===== config.mk =====
export PLATFORM = sky130hd
export DESIGN_NAME = sdrc_bs_convert_mw
export DESIGN_NICKNAME = d
export VERILOG_FILES = /design/src/rtl/sdrc_bs_pkg.sv /design/src/rtl/sdrc_bs_rd_assemble.sv /design/src/rtl/sdrc_bs_convert_mw.sv
export SDC_FILE = /design/constraint.sdc
export NUM_CORES = 1
export LEC_CHECK = 0
export BUFFER_PORTS_ARGS = -buffer_cell sky130_fd_sc_hd__buf_2
export CAP_MARGIN = 10
export CORE_UTILIZATION = 40
export CTS_CLUSTER_DIAMETER = 120
export DETAILED_ROUTE_END_ITERATION = 6
export HOLD_SLACK_MARGIN = 0.15
export PLACE_DENSITY = 0.78
export SETUP_SLACK_MARGIN = 0.1
export SLEW_MARGIN = 0
export SYNTH_ARGS = -nofsm -noshare
export SYNTH_HDL_FRONTEND = slang
export SYNTH_HIERARCHICAL = 1
export SYNTH_SLANG_ARGS = --single-unit

===== constraint.sdc =====
create_clock -name clk -period 4.83 [get_ports clk]
set_input_delay 0.7245 -clock clk [delete_from_list [all_inputs] [get_ports clk]]
set_output_delay 0.7245 -clock clk [all_outputs]
set_load 0.01 [all_outputs]

===== src/rtl/sdrc_bs_pkg.sv =====
// Shared mode encodings, FSM state type and ratio/shift helpers for the SDRAM bus-width converter.
// No logic of its own; the latency and backpressure notes live in the modules that use it.
// A mode value of 2'b11 is folded onto the 32-bit mode by norm_mode.
package sdrc_bs_pkg;

    localparam logic [1:0] MODE_32 = 2'b00;
    localparam logic [1:0] MODE_16 = 2'b01;
    localparam logic [1:0] MODE_8  = 2'b10;

    typedef enum logic [1:0] {
        ST_IDLE = 2'd0,
        ST_WR   = 2'd1,
        ST_RD   = 2'd2
    } bs_state_t;

    function automatic logic [1:0] norm_mode(input logic [1:0] w);
        return (w == 2'b11) ? MODE_32 : w;
    endfunction

    function automatic logic [2:0] ratio_of(input logic [1:0] m);
        case (m)
            MODE_16: return 3'd2;
            MODE_8:  return 3'd4;
            default: return 3'd1;
        endcase
    endfunction

    function automatic logic [1:0] shift_of(input logic [1:0] m);
        case (m)
            MODE_16: return 2'd1;
            MODE_8:  return 2'd2;
            default: return 2'd0;
        endcase
    endfunction

endpackage


===== src/rtl/sdrc_bs_rd_assemble.sv =====
// Packs narrow read beats into a 32-bit application word; the final beat is merged combinationally.
// Latency: zero on the final beat, earlier beats are registered one per strobe.
// Backpressure: none, every strobe is accepted.
module sdrc_bs_rd_assemble (
    input  logic        clk,
    input  logic        reset,
    input  logic [1:0]  beat,
    input  logic [2:0]  ratio,
    input  logic        strobe,
    input  logic [31:0] data,
    output logic [31:0] word
);
    import sdrc_bs_pkg::*;

    logic [23:0] pack;

    always_ff @(posedge clk) begin
        if (reset) begin
            pack <= '0;
        end else if (strobe && ({1'b0, beat} < (ratio - 3'd1))) begin
            if (ratio == 3'd2) begin
                pack[15:0] <= data[15:0];
            end else begin
                case (beat)
                    2'd0:    pack[7:0]   <= data[7:0];
                    2'd1:    pack[15:8]  <= data[7:0];
                    default: pack[23:16] <= data[7:0];
                endcase
            end
        end
    end

    always_comb begin
        word = data;
        case (ratio)
            3'd2:    word = {data[15:0], pack[15:0]};
            3'd4:    word = {data[7:0], pack[23:0]};
            default: word = data;
        endcase
    end

endmodule


===== src/rtl/sdrc_bs_convert_mw.sv =====
// Maps 32-bit application words onto a 32/16/8-bit SDRAM bus; optional sticky protocol check under SDRC_BS_ERR_EN.
// Latency: zero; app_wr_next / app_rd_valid are combinational from the final-beat core strobe.
// Backpressure: core strobes pace the beats; new requests are held off until the current transfer ends.
module sdrc_bs_convert_mw
    import sdrc_bs_pkg::*;
#(
    parameter int APP_AW = 30,
    parameter int APP_DW = 32,
    parameter int APP_BW = 4,
    parameter int APP_RW = 9,
    parameter int SDR_DW = 32,
    parameter int SDR_BW = 4
) (
    input  logic              clk,
    input  logic              reset,
    input  logic [1:0]        sdr_width,
    input  logic              app_req,
    input  logic              app_req_wr_n,
    input  logic              app_req_dma_last,
    input  logic [APP_AW-1:0] app_req_addr,
    input  logic [APP_RW-1:0] app_req_len,
    output logic              app_req_ack,
    output logic              app_req_int,
    output logic              app_req_dma_last_int,
    output logic [APP_AW+1:0] app_req_addr_int,
    output logic [APP_RW+1:0] app_req_len_int,
    input  logic              app_req_ack_int,
    input  logic [APP_DW-1:0] app_wr_data,
    input  logic [APP_BW-1:0] app_wr_en_n,
    output logic [SDR_DW-1:0] app_wr_data_int,
    output logic [SDR_BW-1:0] app_wr_en_n_int,
    input  logic              app_wr_next_int,
    output logic              app_wr_next,
    input  logic [SDR_DW-1:0] app_rd_data_int,
    input  logic              app_rd_valid_int,
    output logic [APP_DW-1:0] app_rd_data,
    output logic              app_rd_valid,
    output logic              bs_err
);

    localparam logic [APP_RW-1:0] ONE_W = 1;

    bs_state_t         state, state_nx;
    logic [1:0]        beat, beat_nx;
    logic [APP_RW-1:0] words_left, words_nx;
    logic [1:0]        mode_q, mode_nx;
    logic [1:0]        cur_mode, eff_mode;
    logic [2:0]        cur_ratio, eff_ratio;
    logic              pass, beat_last, wr_last, rd_last;

    assign cur_mode  = norm_mode(sdr_width);
    assign cur_ratio = ratio_of(cur_mode);
    // Once a transfer is accepted the latched mode owns the datapath, whatever sdr_width does.
    assign eff_mode  = (state == ST_IDLE) ? cur_mode : mode_q;
    assign eff_ratio = ratio_of(eff_mode);
    assign pass      = (eff_ratio == 3'd1);
    assign beat_last = ({1'b0, beat} == (eff_ratio - 3'd1));

    assign app_req_ack          = app_req_ack_int;
    assign app_req_dma_last_int = app_req_dma_last;
    assign app_req_int          = !reset && app_req && (state == ST_IDLE);
    assign app_req_addr_int     = {2'b00, app_req_addr} << shift_of(cur_mode);
    assign app_req_len_int      = {2'b00, app_req_len} << shift_of(cur_mode);
    assign app_wr_next          = !reset && (pass ? app_wr_next_int : wr_last);
    assign app_rd_valid         = !reset && (pass ? app_rd_valid_int : rd_last);

    always_ff @(posedge clk) begin
        if (reset) begin
            state      <= ST_IDLE;
            beat       <= 2'd0;
            words_left <= '0;
            mode_q     <= MODE_32;
        end else begin
            state      <= state_nx;
            beat       <= beat_nx;
            words_left <= words_nx;
            mode_q     <= mode_nx;
        end
    end

    always_comb begin
        state_nx = state;
        beat_nx  = beat;
        words_nx = words_left;
        mode_nx  = mode_q;
        wr_last  = 1'b0;
        rd_last  = 1'b0;
        case (state)
            ST_IDLE: begin
                if (app_req_ack_int && (cur_ratio != 3'd1)) begin
                    mode_nx  = cur_mode;
                    words_nx = app_req_len - ONE_W;
                    beat_nx  = 2'd0;
                    state_nx = app_req_wr_n ? ST_RD : ST_WR;
                end
            end
            ST_WR, ST_RD: begin
                if ((state == ST_WR) ? app_wr_next_int : app_rd_valid_int) begin
                    if (beat_last) begin
                        wr_last  = (state == ST_WR);
                        rd_last  = (state == ST_RD);
                        beat_nx  = 2'd0;
                        if (words_left == '0) begin
                            state_nx = ST_IDLE;
                        end else begin
                            words_nx = words_left - ONE_W;
                        end
                    end else begin
                        beat_nx = beat + 2'd1;
                    end
                end
            end
            default: state_nx = ST_IDLE;
        endcase
    end

    // Narrow modes drive the selected slice on the low lanes; unused lanes read as zero data / disabled bytes.
    always_comb begin
        app_wr_data_int = '0;
        app_wr_en_n_int = '1;
        case (eff_mode)
            MODE_16: begin
                app_wr_data_int[15:0] = app_wr_data[{beat[0], 4'b0000} +: 16];
                app_wr_en_n_int[1:0]  = app_wr_en_n[{beat[0], 1'b0} +: 2];
            end
            MODE_8: begin
                app_wr_data_int[7:0] = app_wr_data[{beat, 3'b000} +: 8];
                app_wr_en_n_int[0]   = app_wr_en_n[beat];
            end
            default: begin
                app_wr_data_int = app_wr_data;
                app_wr_en_n_int = app_wr_en_n;
            end
        endcase
    end

    sdrc_bs_rd_assemble u_rd_assemble (
        .clk    (clk),
        .reset  (reset),
        .beat   (beat),
        .ratio  (eff_ratio),
        .strobe (app_rd_valid_int && (state == ST_RD)),
        .data   (app_rd_data_int),
        .word   (app_rd_data)
    );

`ifdef SDRC_BS_ERR_EN
    logic err_q, err_set;

    assign err_set = (!pass && app_rd_valid_int && (state != ST_RD))
                  || (!pass && app_wr_next_int && (state != ST_WR))
                  || (app_req_ack_int && (app_req_len == '0))
                  || (app_req_ack_int && (sdr_width == 2'b11));

    always_ff @(posedge clk) begin
        if (reset) begin
            err_q <= 1'b0;
        end else if (err_set) begin
            err_q <= 1'b1;
        end
    end

    assign bs_err = err_q;
`else
    assign bs_err = 1'b0;
`endif

endmodule


-- Yosys cells after proc, flatten, opt, wreduce, memory -nomap -nowiden
Index checks and enable logic that the tools add are counted.
- $add $sub $neg: 4
- multiply operators: 0
- divide/modulo/power cells: 0
- $lt $le $gt $ge: 2
- equality and inequality tests: 18
- shift-type cells: 5
- muxes and demuxes: 41
- bitwise gates (word level): 2
- reductions and logical operators: 24
- operator list (kind ; count):
    $pmux 32 s2 ; 1
    $mux 9 ; 4
    $mux 16 ; 2
    $pmux 8 s2 ; 2
    $shiftx 32x6->16 ; 1
    $shiftx 32x6->8 ; 1
    $shl 30x2->32 ; 1
    $mux 2 ; 11
    $pmux 9 s2 ; 1
    $sub 9x1->9 const B ; 2
    $mux 8 ; 2
    $pmux 2 s2 ; 3
    $pmux 3 s2 ; 2
    $shl 9x2->11 ; 1
    $mux 1 ; 10
    $logic_not 9->1 ; 1
    $eq 2x1->1 const B ; 4
    $eq 2x2->1 const B ; 4
    $ne 2x2->1 const B ; 4
    $logic_and 1x1->1 ; 7
    $reduce_and 2->1 ; 3
    $reduce_and 3->1 ; 2
    $reduce_bool 2->1 ; 3
    $reduce_or 2->1 ; 3
    18 further kinds ; 21
- register bits: 39
- bits in latches: 0
- bits in writable memories: 0
- ROM bits: 0
- bits of input ports: 117
- output and inout bits: 117
- word-level logic and storage cells: 103
- memories kept: 0

-- Depth between registers and ports, before layout
Gate-level depths: netlist of the first run.
- word-level depth: 12
- gate-level depth with buffers: 16
- gate-level depth less buffers: 12

-- Modules after synthesis
Netlist of the first run, hierarchy kept.
- by module, submodules not included (module ; times used ; cells each ; area an instance (um^2) ; sequential area each (um^2)):
    sdrc_bs_convert_mw ; 1 ; 353 ; 3024.2 ; 300.3
    sdrc_bs_rd_assemble ; 1 ; 186 ; 1674.1 ; 480.5

-- Least setup slack after synthesis of the first run
OpenSTA, ideal clock, no wires.
- path kind: input to output
- start: in sdr_width[1]
- end: out app_rd_data[10]
- data arrival time: 3416 ps
- data required time: 4106 ps
- slack: 690 ps
- stages on the path: 13
- path buffers: 4
- path through: inv_1 ha_1 clkbuf_1 buf_1 mux2i_1 ha_1 inv_1 ha_1 nor2b_1 buf_4 nor2_4 buf_4 mux2_1
- longest elaborated chain between the ends: 7
- elaborated cells between the ends (all ways): 9
- classes of those cells: eq/ne: 5; mux: 4
- ends and longest elaborated chain (element ; RTL line ; source):
    start: declaration ; sdrc_bs_convert_mw.sv:16 ; input logic [1:0] sdr_width,
    $eq 2x2->1 * ; sdrc_bs_pkg.sv:17 ; return (w == 2'b11) ? MODE_32 : w;
    $mux 2 * ; sdrc_bs_pkg.sv:17 ;
    net cur_mode[0] ; sdrc_bs_convert_mw.sv:47 ; logic [1:0] cur_mode, eff_mode;
    $mux 2 * ; sdrc_bs_convert_mw.sv:54 ; assign eff_mode = (state == ST_IDLE) ? cur_mode : mode_q;
    $eq 2x2->1 or $eq 2x1->1 (tied branches) ; sdrc_bs_pkg.sv:21 ; case (m)
    $pmux 3 s2 * ; sdrc_bs_pkg.sv:21 ;
    net eff_ratio[0] ; sdrc_bs_convert_mw.sv:48 ; logic [2:0] cur_ratio, eff_ratio;
    $eq 3x3->1 or $eq 3x2->1 (tied branches) ; sdrc_bs_rd_assemble.sv:35 ; case (ratio)
    $pmux 32 s2 * ; sdrc_bs_rd_assemble.sv:35 ;
    end: declaration ; sdrc_bs_convert_mw.sv:36 ; output logic [APP_DW-1:0] app_rd_data,
Mark *: on every way through the listed nets, which the timed path passes. The rest lies on a longest branch.

-- Final worst setup path of the first run
- start: reg state[1]
- end: out app_rd_data[3]
- longest elaborated chain between the ends: 6
- elaborated cells between the ends (all ways): 8
- classes of those cells: eq/ne: 4; mux: 3; reduce/logical: 1
- ends and longest elaborated chain (element ; RTL line ; source):
    start: declaration ; sdrc_bs_convert_mw.sv:43 ; bs_state_t state, state_nx;
    start signal: assignment ; sdrc_bs_convert_mw.sv:74 ; state <= state_nx;
    $logic_not 2->1 * ; sdrc_bs_convert_mw.sv:54 ;
    $mux 2 * ; sdrc_bs_convert_mw.sv:54 ;
    $eq 2x2->1 or $eq 2x1->1 (tied branches) ; sdrc_bs_pkg.sv:21 ;
    $pmux 3 s2 * ; sdrc_bs_pkg.sv:21 ;
    net eff_ratio[0] ; sdrc_bs_convert_mw.sv:48 ;
    $eq 3x3->1 or $eq 3x2->1 (tied branches) ; sdrc_bs_rd_assemble.sv:35 ;
    $pmux 32 s2 * ; sdrc_bs_rd_assemble.sv:35 ;
Marked as above.

==> results of run 1 <==
==> layout make-up <==
type                       instances  area (um2)  share of cell area, %
sequential                        39         781                   13.0
clock inverter                     3        43.8                  0.728
timing repair buffer             238        1210                   20.1
multi-input combinational        435        3620                   60.2
inverter                          15        56.3                  0.936
tap                              143         179                   2.97
clock buffer                       5         125                   2.08
==> layer usage <==
metal,up-vias,GRT usage (%)
li1,2427,-
met1,2304,27.9
met2,242,39.7
met3,12,3.64
met4,0,3.95
met5,-,0
==> logic make-up (layout without fill, tap and decap cells) <==
logic type,Yosys count,after routing,share of synthesized area [%]
mux,101,101,29.5
flops,39,39,16.6
simple gates,174,174,20.9
other cells,1,1,0.0798
xor+xnor,9,9,1.68
fa+ha+maj,14,14,3.73
compound gates,136,136,21.0
buf+inv,65,261,6.52
==> cells in the final DEF (no fill, tap or decap), types with 6 or more instances in the layout <==
| master | count |
|---|---|
| buf_2 | 230 |
| mux2i_1 | 53 |
| nand2_1 | 51 |
| dfxtp_1 | 39 |
| nand2b_1 | 31 |
| mux4_2 | 28 |
| a21oi_1 | 24 |
| and2_1 | 21 |
| a211oi_1 | 18 |
| a22oi_1 | 17 |
| a22o_1 | 16 |
| inv_1 | 14 |
| nor2b_1 | 13 |
| mux2_1 | 13 |
| o21ai_0 | 12 |
| ha_1 | 12 |
| nor2_1 | 11 |
| a21o_1 | 8 |
| a221o_1 | 8 |
| buf_4 | 8 |
| a311oi_1 | 8 |
| mux2_2 | 7 |
| xor2_1 | 6 |
| nor3_1 | 6 |
==> synthesized netlist by cell type, types with 16 or more instances <==
master	count	area [um2]
mux2i_1	53	531
nand2b_1	31	194
a211oi_1	18	135
a22oi_1	17	128
dfxtp_1	39	781
and2_1	21	131
a22o_1	16	140
mux4_2	28	631
clkbuf_1	25	93.8
nand2_1	51	191
a21oi_1	24	120
==> metrics by stage <==
| step | hold slack (ns) | total power [mW] | setup slack, ns |
|---|---|---|---|
| floorplan | 0.445 | 1.19 | 0.690 |
| global placement | 0.462 | 1.51 | 0.572 |
| detailed placement | 0.464 | 1.52 | 0.540 |
| CTS | 0.477 | 1.91 | 0.444 |
| global route | 0.503 | 2.05 | 0.264 |
| finish | 0.472 | 1.90 | 0.470 |
==> report_power, final <==
part / switching, mW / internal (mW) / total (mW)
clock: 0.136 / 0.244 / 0.380
sequential: 0.0336 / 0.359 / 0.392
combinational: 0.647 / 0.484 / 1.13
total: 0.817 / 1.09 / 1.90
==> final timing paths <==
path,startpoint,slack [ns],endpoint
setup / recovery,state[1],0.47,app_rd_data[3]
hold reg to reg,u_rd_assemble/pack[0],0.47,u_rd_assemble/pack[0]
hold / removal,u_rd_assemble/pack[0],0.47,u_rd_assemble/pack[0]
setup reg to reg,state[1],1.25,words_left[1]
==> flip-flops by register name (all words and copies together), names as in the netlist <==
name                count
u_rd_assemble/pack     24
words_left              9
mode_q                  2
state                   2
beat                    2
==> worst register-to-register path: cells and delay by family (launching register included) <==
family          cells  cell delay (ns)
compound gates      2             0.67
xor+xnor            1             0.20
buf+inv             2             0.46
flops               1             0.31
mux                 1             0.41
simple gates        2             0.79
fa+ha+maj           2             0.66
==> summary.txt, run 1 <==
Outcome
  • Status: finished clean

Power
  • Leakage: 2.72 nW
  • Power per Cell Area: 316 mW/mm2
  • Max VDD drop: 0.151 mV

Setup path
  • Setup CP Type: reg2out
  • Crit-path max cell delay: 0.68 ns
  • Delay-heaviest family, CP: simple AND/OR/NAND/NOR gates
  • WP buf/inv: 3
  • Worst path cell trace: inv_1, ha_1, mux2_2, ha_1, inv_1, ha_1, and2_1, nor2_4, mux2_2, buf_2
  • Arrival time at the worst endpoint: 3.64 ns
  • Startpoint types: flip-flop
  • Worst path slowest cell: nor2_4
  • Cell count of the worst reg-to-reg path: 10
  • CP Max Fanout: 32
  • Crit path depth: 10
  • Crit end category: output port
  • Crit path required time: 4.11 ns
  • CP dominant cell by count: ha_1

Routing
  • 1st-iter DRT viols: 330
  • DRT Wirelength: 13.7 mm
  • Vias per cell: 5.68
  • WL met2: 6.64 mm
  • Post-DR wirelength/cell: 15.6 um
  • Highest metal used: met4
  • M1 wire length: 5.88 mm
  • DRT Pass-1 Iters: 5
  • Met3 wire length: 1.08 mm
  • Via count: 4985
  • Drt drc: 0
  • Remaining antenna violation count: 0

Synthesis
  • Avg Synthesized Cell Area: 8.72 um2
  • Synth cell types: 63
  • Post-synth ARST share: 0%
  • Mapped Area: 0.00470 mm2
  • Sequential share of the synthesized area: 16.6%
  • Net Count, Synth: 670
  • Warnings, synthesis: 6
  • Post-Syn Instances: 539
  • EDFF count, synth: 0
  • Main flop type after synthesis: dfxtp_1
  • Synth Register Bits: 39

Clocking
  • Post-CTS sizing: 0
  • CTS H-tree depth: 2
  • Clock transition at the registers of the reported paths: 0.06 ns
  • TritonCTS clock tree: done
  • Total CTS buffers: 5
  • CTS Buffer Depth: 2
  • Clock network latency to the later pin of the worst-skew pair: 0.28 ns
  • Clock Sinks: 39
  • Clk root buf: clkbuf_16
  • CTS Hold Bufs: 0
  • Setup Fix Bufs, Post-CTS: 0

Finish
  • Synth-to-layout area growth: 28.0%
  • Ant diodes: 0
  • Share of cells above drive strength 1: 40.1%
  • Final core occ: 52.7%
  • Nets: 865
  • Finished Layout Cells: 878
  • Final Cell Area: 0.00601 mm2
  • Filler cells: 1076

Timing
  • Relative slew slack: 29.2%
  • RSZ-0062 raised after global routing: false
  • Fin. Hold Viols: 0
  • Post-Route Skew: 0.00541 ns
  • Slew Limit Fails: 0
  • Final setup TNS: 0 ns
  • Slew at the pin with the worst max-slew slack: 1.06 ns
  • Final Setup Violations: 0
  • Crit path time final: 4.36 ns
  • FMAX: 229 MHz
  • Final worst path period share: 90.3%

Global route
  • First-pass GRT wire length: 21.5 mm
  • GRT overflow: 0
  • GRT Resource Usage Total: 22.1%
  • Antenna violations before repair: 0
  • Pin count of the biggest net entering global routing: 53
  • Vias in the first global route: 4478

Place
  • DP Wirelength: 10.5 mm
  • Cell total after placement: 870
  • IO buf count: 230
  • GP Congestion: 0.883
  • Placed inst area: 0.00585 mm2

Floorplanning
  • Core area: 0.0114 mm2
  • Die height: 110 um
  • # rows: 39
  • Chip width: 110 um
  • Initial Util: 41.1%
  • Die ar.: 0.0122 mm2
  • Num ports: 234

Job
  • # Max-Cap Violations: 0

Worst hold path
  • Min-Delay Path Depth: 2
  • Hold WC Path Type: reg2reg
Note: power is estimated with default switching activity, not from simulation.
==> run 2, diff against run 1 <==
--- a/config.mk
+++ b/config.mk
@@ -11,6 +11,7 @@
 export CTS_CLUSTER_DIAMETER = 120
 export DETAILED_ROUTE_END_ITERATION = 6
 export HOLD_SLACK_MARGIN = 0.15
+export MAX_ROUTING_LAYER = met4
 export PLACE_DENSITY = 0.78
 export SETUP_SLACK_MARGIN = 0.1
 export SLEW_MARGIN = 0
==> summary.txt, run 2 (same netlist as run 1, synthesis figures left out) <==
Power
  • Power per Cell Area: 317 mW/mm2 (was 316 mW/mm2)
  • Power Internal: 1.09 mW (about the same)
  • Comb pwr share: 59.5% (was 59.4%)
  • Leakage: 2.72 nW (unchanged)
  • Switching power total: 818 uW (was 817 uW)
  • Max VDD drop: 0.151 mV (about the same)
  • Clock Power Share: 19.9% (was 20.0%)
  • Reg power frac: 20.6% (about the same)
  • Switching share of power: 43.0% (was 42.9%)

Setup path
  • Crit-path max cell delay: 0.68 ns (about the same)
  • CP Max Fanout: 32 (unchanged)
  • Worst setup path startpoint: state[1] (unchanged)
  • Worst path slowest cell: nor2_4 (unchanged)
  • Crit path required time: 4.11 ns (about the same)
  • Crit path depth: 10 (unchanged)
  • Startpoint types: flip-flop (unchanged)
  • Cell count of the worst reg-to-reg path: 10 (unchanged)
  • CP dominant cell by count: ha_1 (unchanged)
  • Worst Setup EP: app_rd_data[3] (unchanged)
  • Setup CP Type: reg2out (unchanged)
  • Arrival time at the worst endpoint: 3.64 ns (about the same)
  • R2R setup slack: 1.27 ns (was 1.25 ns)
  • Reg-to-Reg End: state[0] (was words_left[1])
  • Delay-heaviest family, CP: simple AND/OR/NAND/NOR gates (unchanged)
  • WP buf/inv: 3 (unchanged)
  • Crit end category: output port (unchanged)
  • Worst path cell trace: inv_1, ha_1, mux2_2, ha_1, inv_1, ha_1, and2_1, nor2_4, mux2_2, buf_2 (unchanged)
  • RR Startpoint: state[1] (unchanged)

Routing
  • DRT Wirelength: 13.9 mm (was 13.7 mm)
  • Post-DR wirelength/cell: 15.8 um (was 15.6 um)
  • Drt drc: 0 (unchanged)
  • Remaining antenna violation count: 0 (unchanged)
  • Vias per cell: 5.70 (was 5.68)
  • DRT Pass-1 Iters: 5 (unchanged)
  • 1st-iter DRT viols: 314 (was 330)
  • Via count: 5005 (was 4985)

Clocking
  • Post-CTS sizing: 0 (unchanged)
  • TritonCTS clock tree: done (unchanged)
  • CTS H-tree depth: 2 (unchanged)
  • CTS Buffer Depth: 2 (unchanged)
  • Clk root buf: clkbuf_16 (unchanged)
  • Clock Sinks: 39 (unchanged)
  • Total CTS buffers: 5 (unchanged)
  • Setup Fix Bufs, Post-CTS: 0 (unchanged)
  • Clock network latency to the later pin of the worst-skew pair: 0.28 ns (about the same)
  • Clock transition at the registers of the reported paths: 0.06 ns (about the same)
  • CTS Hold Bufs: 0 (unchanged)

Global route
  • Antenna violations before repair: 0 (unchanged)
  • Vias in the first global route: 4473 (was 4478)
  • GRT Resource Usage Total: 22.8% (was 22.1%)
  • GRT overflow: 0 (unchanged)
  • First-pass GRT wire length: 21.5 mm (about the same)
  • Pin count of the biggest net entering global routing: 53 (unchanged)

Floorplanning
  • Initial Util: 41.1% (unchanged)
  • Chip width: 110 um (unchanged)
  • Num ports: 234 (unchanged)
  • Die ar.: 0.0122 mm2 (unchanged)
  • # rows: 39 (unchanged)
  • Die height: 110 um (unchanged)
  • Core area: 0.0114 mm2 (unchanged)

Finish
  • Filler cells: 1076 (unchanged)
  • Ant diodes: 0 (unchanged)
  • Nets: 865 (unchanged)
  • Most frequent cells in the layout: buf_2, mux2i_1, nand2_1 (unchanged)
  • Final Cell Area: 0.00601 mm2 (unchanged)
  • Synth-to-layout area growth: 28.0% (unchanged)
  • Max FFs per register: 24 (unchanged)
  • Largest regs: u_rd_assemble/pack (24), words_left (9) (unchanged)
  • Most common cell after layout, fill and taps aside: buf_2 (unchanged)
  • Biggest register: u_rd_assemble/pack (unchanged)
  • Share of cells above drive strength 1: 40.1% (unchanged)

Worst hold path
  • Hold WC Path Type: reg2reg (unchanged)
  • Hold Startpoint: u_rd_assemble/pack[0] (unchanged)

Timing
  • Final setup TNS: 0 ns (unchanged)
  • Final Setup Violations: 0 (unchanged)
  • Slew at the pin with the worst max-slew slack: 1.05 ns (was 1.06 ns)
  • FMAX: 229 MHz (about the same)
  • Slew Limit Fails: 0 (unchanged)
  • Crit path time final: 4.37 ns (was 4.36 ns)
  • Fin. Hold Viols: 0 (unchanged)
  • Post-Route Skew: 0.00645 ns (was 0.00541 ns)
  • Final worst path period share: 90.4% (was 90.3%)
  • RSZ-0062 raised after global routing: false (unchanged)
  • Relative slew slack: 30.1% (was 29.2%)

Outcome
  • Status: finished clean (unchanged)

Place
  • Placed inst area: 0.00585 mm2 (unchanged)
  • IO buf count: 230 (unchanged)
  • GP Congestion: 0.897 (was 0.883)
  • DP Wirelength: 10.5 mm (unchanged)

Job
  • # Max-Cap Violations: 0 (unchanged)
-- run 2: cell counts in the layout (fill, tap and decap cells not counted) --
No cell type changed its count.
-- run 2: cell type report --
cell class	instances	area, um2	share of cell area [%]
Clock buffer	5	125	2.08
Multi-Input combinational cell	435	3620	60.2
Clock inverter	3	43.8	0.728
Tap cell	143	179	2.97
Timing Repair Buffer	238	1210	20.1
Sequential cell	39	781	13.0
Inverter	15	56.3	0.936
-- run 2: worst min-delay path by stage --
| stage | cells past startpoint | endpoint | slack, ns |
|---|---|---|---|
| after floorplan | 2 | u_rd_assemble/pack[0] | 0.44 |
| after global placement | 2 | u_rd_assemble/pack[2] | 0.46 |
| after detailed placement | 2 | u_rd_assemble/pack[6] | 0.46 |
| after CTS | 2 | u_rd_assemble/pack[6] | 0.48 |
| after global routing | 2 | u_rd_assemble/pack[4] | 0.50 |
| final | 2 | u_rd_assemble/pack[0] | 0.47 |
-- run 2: metal layers --
layer	routed length [um]	part of all wire (%)	vias to the layer above	global-route usage, %
li1	-	-	2427	-
met1	6080	44	2344	28.7
met2	6760	49	222	39.6
met3	903	6.5	12	2.41
met4	123	0.89	0	4.23
met5	0	0	-	-
-- run 2: worst min-delay path, cell delays in order (launching register included) --
cell,delay [ns]
dfxtp_1,0.31
nand2b_1,0.06
mux2i_1,0.06
-- run 2: power groups by stage --
stage	Combinational [mW]	Clock, mW	Sequential [mW]
after global routing	1.25	0.399	0.397
after global placement	1.11	0	0.398
final	1.13	0.379	0.392
after detailed placement	1.13	0	0.398
after CTS	1.13	0.386	0.391
after floorplan	0.806	0	0.389
-- run 2: per-stage QoR --
stage / instances / power, mW / hold WS (ns) / util [%] / setup WS, ns
after CTS: 878 / 1.91 / 0.477 / 52.7 / 0.444
after floorplan: 539 / 1.19 / 0.445 / - / 0.690
after global placement: 870 / 1.51 / 0.462 / 51.2 / 0.572
after global routing: 878 / 2.05 / 0.503 / 52.7 / 0.275
final: 878 / 1.90 / 0.473 / 52.7 / 0.463
after detailed placement: 870 / 1.52 / 0.464 / 51.2 / 0.540
